[src/rtl/mandel_pkg.sv]
// Shared types and defaults for the Mandelbrot pixel dispatcher.
// Fixed-point values are signed 4.23 (27 bits). Iteration counts are 13 bits.
package mandel_pkg;

    localparam int FIX_W     = 27;
    localparam int FRAC_W    = 23;
    localparam int ITER_W    = 13;
    localparam int ADDR_W    = 19;
    localparam int H_RES_DEF = 640;
    localparam int V_RES_DEF = 480;

    typedef logic signed [FIX_W-1:0] fix_t;
    typedef logic [ITER_W-1:0]       iter_t;
    typedef logic [ADDR_W-1:0]       addr_t;

    typedef enum logic [2:0] {
        IDLE,
        LAUNCH,
        WAIT,
        EMIT,
        ADVANCE
    } state_t;

endpackage

[src/rtl/coord_stepper.sv]
// Raster walker: x/y counters, cr/ci accumulators and linear pixel address.
// Coordinates advance by addition only; accumulators wrap in 27 bits.
module coord_stepper
    import mandel_pkg::*;
#(
    parameter int H_RES = H_RES_DEF,
    parameter int V_RES = V_RES_DEF
) (
    input  logic  clk,
    input  logic  reset,
    input  logic  load,
    input  logic  step,
    input  fix_t  x_start,
    input  fix_t  y_start,
    input  fix_t  dx,
    input  fix_t  dy,
    output fix_t  cr,
    output fix_t  ci,
    output addr_t pix_addr,
    output logic  last
);

    localparam int XW = (H_RES > 1) ? $clog2(H_RES) : 1;
    localparam int YW = (V_RES > 1) ? $clog2(V_RES) : 1;
    localparam logic [XW-1:0] X_LAST = XW'(H_RES - 1);
    localparam logic [YW-1:0] Y_LAST = YW'(V_RES - 1);

    logic [XW-1:0] x;
    logic [YW-1:0] y;
    fix_t          x0_q;
    fix_t          dx_q;
    fix_t          dy_q;
    logic          x_end;

    assign x_end = (x == X_LAST);
    assign last  = x_end && (y == Y_LAST);

    // Load frame origin and steps on start, then walk the raster one pixel per step.
    always_ff @(posedge clk or negedge reset) begin
        // NOTE: sequential state uses non-blocking assignments so every register samples pre-edge values.
        if (!reset) begin
            x        <= '0;
            y        <= '0;
            cr       <= '0;
            ci       <= '0;
            pix_addr <= '0;
            x0_q     <= '0;
            dx_q     <= '0;
            dy_q     <= '0;
        end else if (load) begin
            x        <= '0;
            y        <= '0;
            cr       <= x_start;
            ci       <= y_start;
            pix_addr <= '0;
            x0_q     <= x_start;
            dx_q     <= dx;
            dy_q     <= dy;
        end else if (step) begin
            pix_addr <= pix_addr + addr_t'(1);
            if (!x_end) begin
                x  <= x + XW'(1);
                cr <= cr + dx_q;
            end else begin
                x  <= '0;
                cr <= x0_q;
                y  <= y + YW'(1);
                ci <= ci - dy_q;
            end
        end
    end

endmodule

[src/rtl/pixel_dispatcher.sv]
// Pixel dispatcher: launches the iteration solver once per pixel, captures
// its count and hands (address, count) to the VGA writer with valid/ready.
// Optional macro PIXEL_DISPATCH_PERF_EN adds a frame_cycles counter output.
module pixel_dispatcher
    import mandel_pkg::*;
#(
    parameter int H_RES = H_RES_DEF,
    parameter int V_RES = V_RES_DEF
) (
    input  logic        clk,
    input  logic        reset,
    input  logic        start,
    input  fix_t        x_start,
    input  fix_t        y_start,
    input  fix_t        dx,
    input  fix_t        dy,
    output logic        solver_reset,
    output fix_t        cr,
    output fix_t        ci,
    input  iter_t       solver_iter,
    input  logic        solver_done,
    output logic        pix_valid,
    input  logic        pix_ready,
    output addr_t       pix_addr,
    output iter_t       pix_iter,
    output logic        busy,
`ifdef PIXEL_DISPATCH_PERF_EN
    output logic [31:0] frame_cycles,
`endif
    output logic        frame_done
);

    state_t state;
    state_t state_next;
    logic   wait_first;
    logic   load;
    logic   step;
    logic   capture;
    logic   last;

    coord_stepper #(
        .H_RES (H_RES),
        .V_RES (V_RES)
    ) u_stepper (
        .clk      (clk),
        .reset    (reset),
        .load     (load),
        .step     (step),
        .x_start  (x_start),
        .y_start  (y_start),
        .dx       (dx),
        .dy       (dy),
        .cr       (cr),
        .ci       (ci),
        .pix_addr (pix_addr),
        .last     (last)
    );

    // State register, first-WAIT-cycle flag and captured iteration count.
    always_ff @(posedge clk or negedge reset) begin
        if (!reset) begin
            state      <= IDLE;
            wait_first <= 1'b0;
            pix_iter   <= '0;
        end else begin
            state      <= state_next;
            wait_first <= (state == LAUNCH);
            if (capture) begin
                pix_iter <= solver_iter;
            end
        end
    end

    // Next-state logic and Moore/Mealy strobes; solver done is ignored on the first WAIT cycle.
    always_comb begin
        // NOTE: every output gets a default first so no branch can infer a latch.
        state_next   = state;
        solver_reset = 1'b0;
        pix_valid    = 1'b0;
        busy         = 1'b1;
        frame_done   = 1'b0;
        load         = 1'b0;
        step         = 1'b0;
        capture      = 1'b0;
        case (state)
            IDLE: begin
                busy         = 1'b0;
                solver_reset = 1'b1;
                if (start) begin
                    load       = 1'b1;
                    state_next = LAUNCH;
                end
            end
            LAUNCH: begin
                solver_reset = 1'b1;
                state_next   = WAIT;
            end
            WAIT: begin
                if (!wait_first && solver_done) begin
                    capture    = 1'b1;
                    state_next = EMIT;
                end
            end
            EMIT: begin
                pix_valid = 1'b1;
                if (pix_ready) begin
                    state_next = ADVANCE;
                end
            end
            ADVANCE: begin
                if (last) begin
                    frame_done = 1'b1;
                    state_next = IDLE;
                end else begin
                    step       = 1'b1;
                    state_next = LAUNCH;
                end
            end
            default: state_next = IDLE;
        endcase
    end

`ifdef PIXEL_DISPATCH_PERF_EN
    // Frame cycle counter: the accepting start cycle counts as the first cycle,
    // then one per busy cycle; holds in IDLE until the next start.
    always_ff @(posedge clk or negedge reset) begin
        if (!reset) begin
            frame_cycles <= '0;
        end else if ((state == IDLE) && start) begin
            frame_cycles <= 32'd1;
        end else if (busy) begin
            frame_cycles <= frame_cycles + 32'd1;
        end
    end
`endif

endmodule

[config.mk]
export PLATFORM = sky130hd
export DESIGN_NAME = pixel_dispatcher
export DESIGN_NICKNAME = d
export VERILOG_FILES = /design/src/rtl/mandel_pkg.sv /design/src/rtl/coord_stepper.sv /design/src/rtl/pixel_dispatcher.sv
export SDC_FILE = /design/constraint.sdc
export NUM_CORES = 1
export LEC_CHECK = 0
export BUFFER_PORTS_ARGS = -buffer_cell sky130_fd_sc_hd__buf_2
export CAP_MARGIN = 5
export CORE_MARGIN = 3
export CORE_UTILIZATION = 25
export CTS_BUF_LIST = sky130_fd_sc_hd__clkbuf_4 sky130_fd_sc_hd__clkbuf_8
export DETAILED_ROUTE_END_ITERATION = 10
export GPL_TIMING_DRIVEN = 0
export SLEW_MARGIN = 20
export SYNTH_ARGS = -nofsm -noshare
export SYNTH_HDL_FRONTEND = slang
export SYNTH_SLANG_ARGS = --single-unit
[constraint.sdc]
create_clock -name clk -period 2.79 [get_ports clk]
set_input_delay 0.558 -clock clk [delete_from_list [all_inputs] [get_ports clk]]
set_output_delay 0.558 -clock clk [all_outputs]
set_load 0.02 [all_outputs]
==> results of run 1 <==
==> cells by family (layout without fill, tap and decap cells) <==
group	Yosys count	count (layout)	share of synthesized area (%)
flops	190	190	44.5
xor+xnor	68	68	5.58
simple gates	475	475	19.2
buf+inv	99	359	3.74
compound gates	304	304	18.3
mux	18	18	1.85
fa+ha+maj	57	57	6.82
other cells	0	2	0
==> area by class of cell <==
cell class	count	area [sq um]
Clock buffer	17	234
Fill cell	4491	28900
Buffer	55	270
Antenna cell	2	5.00
Tap cell	539	674
Timing Repair Buffer	229	1240
Clock inverter	14	161
Sequential cell	190	4750
Multi-Input combinational cell	922	5650
Inverter	44	165
==> synth_stat cells, drive strengths merged (9+ instances only) <==
cell type  number  area, sq um
nand2         282         1060
a211oi         11         87.6
mux2           14          158
buf            23          113
o211ai         15          118
or3            10         62.6
o21ai          93          473
inv            44          165
a21oi          79          418
xor2           33          289
o21a           10         75.1
ha             55          688
nor2b           9         58.8
a21o           30          225
clkbuf         32          121
dfrtp         190         4750
nor2           91          342
a22oi          11         82.6
nand3          21          110
nor3           17          106
and3           14         87.6
xnor2          35          307
nand4          15         93.8
==> power breakdown <==
group / leakage, nW / switching [mW] / internal [mW]
Combinational: 3.76 / 5.85 / 3.94
Sequential: 2.38 / 0.760 / 3.83
Clock: 0.194 / 1.15 / 0.809
==> final timing paths <==
path / cells after the start / slack, ns / end
max: 13 / 0.06 / u_stepper.ci[24]
min: 3 / 0.17 / u_stepper.dx_q[12]
max reg2reg: 13 / 0.06 / u_stepper.ci[24]
min reg2reg: 2 / 0.49 / u_stepper.x0_q[1]
max in group asynchronous: 3 / 1.50 / pix_iter[10]
min in group asynchronous: 2 / 0.47 / u_stepper.pix_addr[12]
==> flip-flops by register name, indices dropped and copies added, names as in the netlist, 9 cells and up <==
signal and count:
u_stepper.dy_q 27, pix_iter 13, u_stepper.y 9, u_stepper.ci 27, u_stepper.pix_addr 19, u_stepper.x 10, u_stepper.x0_q 27, u_stepper.cr 27
u_stepper.dx_q 27
==> metal layers <==
metal  GRT usage, %  vias to the layer above  share of wire, %
met5              0                        -              0.17
met4           7.39                       10               3.3
met3           4.13                       68               5.4
met2           25.6                      290                46
met1           21.4                     4821                45
li1               -                     4689                 -
==> critical path: stages (launching register included) <==
cell      delay (ns)
dfrtp_1         0.40
inv_1           0.07
ha_2            0.17
inv_1           0.05
fa_2            0.37
a211oi_2        0.26
o21a_1          0.21
nor3_2          0.08
nor2_2          0.16
o21ai_2         0.11
and3_1          0.19
o21ai_2         0.15
mux2_4          0.32
a21oi_2         0.12
==> stage by stage <==
stage	power [mW]	area (sq um)	cells
6_report	16.3	13200	2012
5_1_grt	17.7	13200	2011
4_1_cts	16.2	13000	2006
3_5_place_dp	13.9	12500	1967
3_3_place_gp	13.7	12400	1965
2_1_floorplan	11.3	10700	1211
==> what timing repair did <==
item	4_1_cts	5_1_grt
pin swaps	9	14
buffers inserted	7	4
hold endpoints to repair	42	0
resized for setup	23	34
endpoints found under the setup margin	113	48
hold buffers	1	0
gates cloned	0	0
==> results by group, run 1 <==
Placement
  – Post-DP HPWL: ~28 mm
  – Pre-CTS WS: -0.716 ns
  – IO buf count: about 220
  – Gp weighted congestion: 0.893

Die
  – Die Wd: 213 um
  – Die span in y: between 200 and 250 um
  – Die area: 45,200 sq um
  – I/O pins: between 200 and 250
  – Total core area: approximately 42,000 sq um
  – Initial Utilization: 25.4%
  – FP Rows: 75

Layout
  – Nets: between 1,500 and 2,000
  – Area grow syn2layout: 23.2%
  – Final core utilization: a little under a third
  – Commonest non-fill, non-tap cell in the layout: nand2_1
  – Most frequent cells in the layout: nand2_1, buf_2, dfrtp_1
  – Share of cells above drive strength 1: 23.7%

Routing
  – WL/cell: between 15 and 20 um
  – Antenna viol nets, final: 0
  – Detailed Route Iter0 Violations: 643
  – DR pass1 iterations: 8
  – DRC Markers: 0
  – Final WL: 36.7 mm
  – Total number of vias: roughly 10,000
  – Vias/cell: 4.91

Logic synthesis
  – Mapped Nets: ~1,400
  – Synth unique cells: between 70 and 80
  – Avg Inst Size Synth: 8.82 sq um
  – Synthesis-stage register bit count: 190
  – Syn Std Cell Area: roughly 11,000 sq um
  – Synth async-reset ratio: 100%
  – Mapped Cells: around 1,200
  – Synth Flop Type: dfrtp_1
  – Synth warn: 0
  – Number of flops mapped to enable cells by yosys: 0
  – Seq/Total Area, Yosys: between 40% and 50%

GRT
  – Vias in the first global route: just under 10,000
  – Grt ovf: 0
  – Largest net degree at the start of global routing: a little over 90
  – Total global-route track usage: 16.4%
  – First-pass GRT wire length: between 50 and 60 mm
  – Initial antenna violation count: 6

Critical path
  – Largest fanout on the critical path: 4
  – Kind of critical path: flop to flop
  – CP startpoint kind: flop
  – Worst Setup End Kind: flop
  – Worst endpoint required time: 3.29 ns
  – Crit path launch: u_stepper.ci[0]
  – Worst path arrival time: around 3.2 ns
  – FF-to-FF Start: u_stepper.ci[0]

Clock tree
  – Clk slew on worst S/H paths: 0.12 ns
  – Num CTS Buffers: 17
  – Clk buf depth: 2
  – CTS root buf: clkbuf_8
  – CTS tree: built
  – CTS sink cnt: between 150 and 200
  – Clock latency at the later pin of the worst-skew pair: about 0.57 ns
  – Htree depth: 4

Timing
  – Clock skew: just under 0.02 ns
  – RSZ-0062 raised after global routing: true
  – Final-report hold violation count: 0
  – Fmax: around 370 MHz
  – Actual slew at the worst max-slew pin: between 0.9 and 1 ns
  – Hold_ws: around 0.17 ns
  – Slew Viols, Final: 0
  – Period utilization: 98.0%
  – Final setup margin: around 0.056 ns
  – Rel. slew slack: 36.4%
  – Setup TNS: 0 ns
  – Count of final setup violators: 0
  – Crit path time final: between 2 and 3 ns

Power and ir drop
  – Pwr dens: ~1200 nW/um^2
  – Worst VDD drop: about 0.48 mV
  – P_leak: 6.34 nW

Outcome
  – Status: complete, no violations

Worst hold path
  – HP Start: dx[12]
  – Worst min path class: input port to flop

Flow run
  – Max-cap check violation count: 0
No activity file was read; power rests on OpenSTA's default activity.
==> inputs of run 2 (changes only) <==
==> constraint.sdc (replaced) <==
create_clock -name clk -period 3.25 [get_ports clk]
set_input_delay 0.65 -clock clk [delete_from_list [all_inputs] [get_ports clk]]
set_output_delay 0.65 -clock clk [all_outputs]
set_load 0.02 [all_outputs]
==> results by group, run 2 (synthesis results as in run 1) <==
Critical path
  – CP startpoint kind: flop
  – Kind of critical path: flop to flop
  – Worst path arrival time: around 3.5 ns
  – Worst endpoint required time: around 3.7 ns
  – Worst Setup End Kind: flop
  – Crit path launch: state[2]
  – Largest fanout on the critical path: 10
  – FF-to-FF Start: state[2]

Layout
  – Fillcell total: 4,500
  – Area grow syn2layout: 20.9%
  – Area taken by multi-input logic gates: about 5500 sq um
  – Nets: 1,631
  – Most frequent cells in the layout: nand2_1, buf_2, dfrtp_1
  – Commonest non-fill, non-tap cell in the layout: nand2_1
  – Final core utilization: between 30% and 40%
  – Reg area: roughly 4800 sq um
  – Share of cells above drive strength 1: between 20% and 30%

Routing
  – Detailed Route Iter0 Violations: around 680
  – WL/cell: 18.2 um
  – Vias/cell: ~4.9
  – Total number of vias: between 9,000 and 10,000
  – Final WL: 36.3 mm
  – DR pass1 iterations: 6
  – DRC Markers: 0
  – Antenna viol nets, final: 0

Die
  – Die area: between 40,000 and 50,000 sq um
  – I/O pins: about 220
  – Die span in y: 213 um
  – Initial Utilization: between 20% and 30%
  – Total core area: 42,000 sq um
  – Die Wd: 213 um
  – FP Rows: 75

Timing
  – Clock skew: 0.0216 ns
  – Count of final setup violators: 0
  – Crit path time final: 3.06 ns
  – Fmax: about 330 MHz
  – RSZ-0062 raised after global routing: false
  – Rel. slew slack: 35.8%
  – Slew Viols, Final: 0
  – Final-report hold violation count: 0
  – Period utilization: between 90% and 100%
  – Setup TNS: 0 ns
  – Actual slew at the worst max-slew pin: 0.960 ns

Worst hold path
  – Worst min path class: input port to flop
  – HP Start: dx[12]

GRT
  – Total global-route track usage: 16.3%
  – Largest net degree at the start of global routing: a little over 90
  – Initial antenna violation count: 6
  – First-pass GRT wire length: between 50 and 60 mm
  – Vias in the first global route: around 9,800
  – Grt ovf: 0

Clock tree
  – CTS sink cnt: 190
  – Clk slew on worst S/H paths: 0.12 ns
  – CTS tree: built
  – Htree depth: 4
  – Num CTS Buffers: 17
  – CTS root buf: clkbuf_8
  – Clock latency at the later pin of the worst-skew pair: around 0.57 ns
  – Clk buf depth: 2
  – Post-CTS Setup Bufs: 0

Placement
  – IO buf count: around 220
  – Gp weighted congestion: ~0.89
  – Post-DP HPWL: about 28 mm

Power and ir drop
  – P_leak: ~6.2 nW
  – Total power: between 10 and 15 mW
  – Worst VDD drop: ~0.41 mV
  – Pwr dens: between 1000 and 1500 nW/um^2

Outcome
  – Status: complete, no violations

Flow run
  – Max-cap check violation count: 0
run 2: metal layers:
layer	global-route usage (%)	part of all wire (%)	wire, um	up-vias
li1	-	-	-	4679
met1	21.3	45	16500	4759
met2	25.5	45	16500	307
met3	4.13	5.8	2110	62
met4	7.41	3.2	1170	10
met5	0	0.17	61	-
run 2: worst paths after layout:
check	end	slack, ns	cells after the start
max	u_stepper.ci[1]	0.19	7
min	u_stepper.dx_q[12]	0.26	3
max reg2reg	u_stepper.ci[1]	0.19	7
min reg2reg	u_stepper.x0_q[1]	0.49	2
max in group asynchronous	pix_iter[10]	1.87	3
min in group asynchronous	u_stepper.pix_addr[12]	0.57	2
run 2: where the power goes:
group,internal (mW),switching (mW),total [mW]
sequential,3.29,0.647,3.94
combinational,3.16,4.86,8.02
clock,0.695,0.986,1.68
run 2: area by class of cell:
class / count / area share (%)
Multi-Input combinational cell: 922 / 42.8
Sequential cell: 190 / 36.8
Timing Repair Buffer: 218 / 8.92
Tap cell: 539 / 5.23
Buffer: 55 / 1.84
Clock buffer: 17 / 1.81
Inverter: 44 / 1.28
Clock inverter: 14 / 1.25
Antenna cell: 2 / 0.0388
run 2: stage by stage:
stage	worst slack, ns	hold WS (ns)	cells	cell area (sq um)
finish	0.188	0.262	2001	12900
global route	0.00488	0.227	2000	12900
CTS	0.0534	0.193	1999	12900
detailed placement	-0.348	0.458	1967	12500
global placement	-1.87	0.454	1965	12400
floorplan	0.478	0.354	1211	10700
run 2: repair_timing:
action | in CTS | in global routing
endpoints found under the hold margin | 42 | 0
hold buffers | 1 | 0
cloned | 0 | 0
setup endpoints to repair | 10 | 6
pin swaps | 0 | 0
gates resized for setup | 1 | 4
run 2: worst max-delay path: stages, from the launching register on:
cell and delay, ns:
dfrtp_1 0.34, clkbuf_1 0.35, nor2b_1 0.13, nand2_1 0.11, clkbuf_1 0.60, clkbuf_1 0.71, clkbuf_2 0.53, a31oi_1 0.14
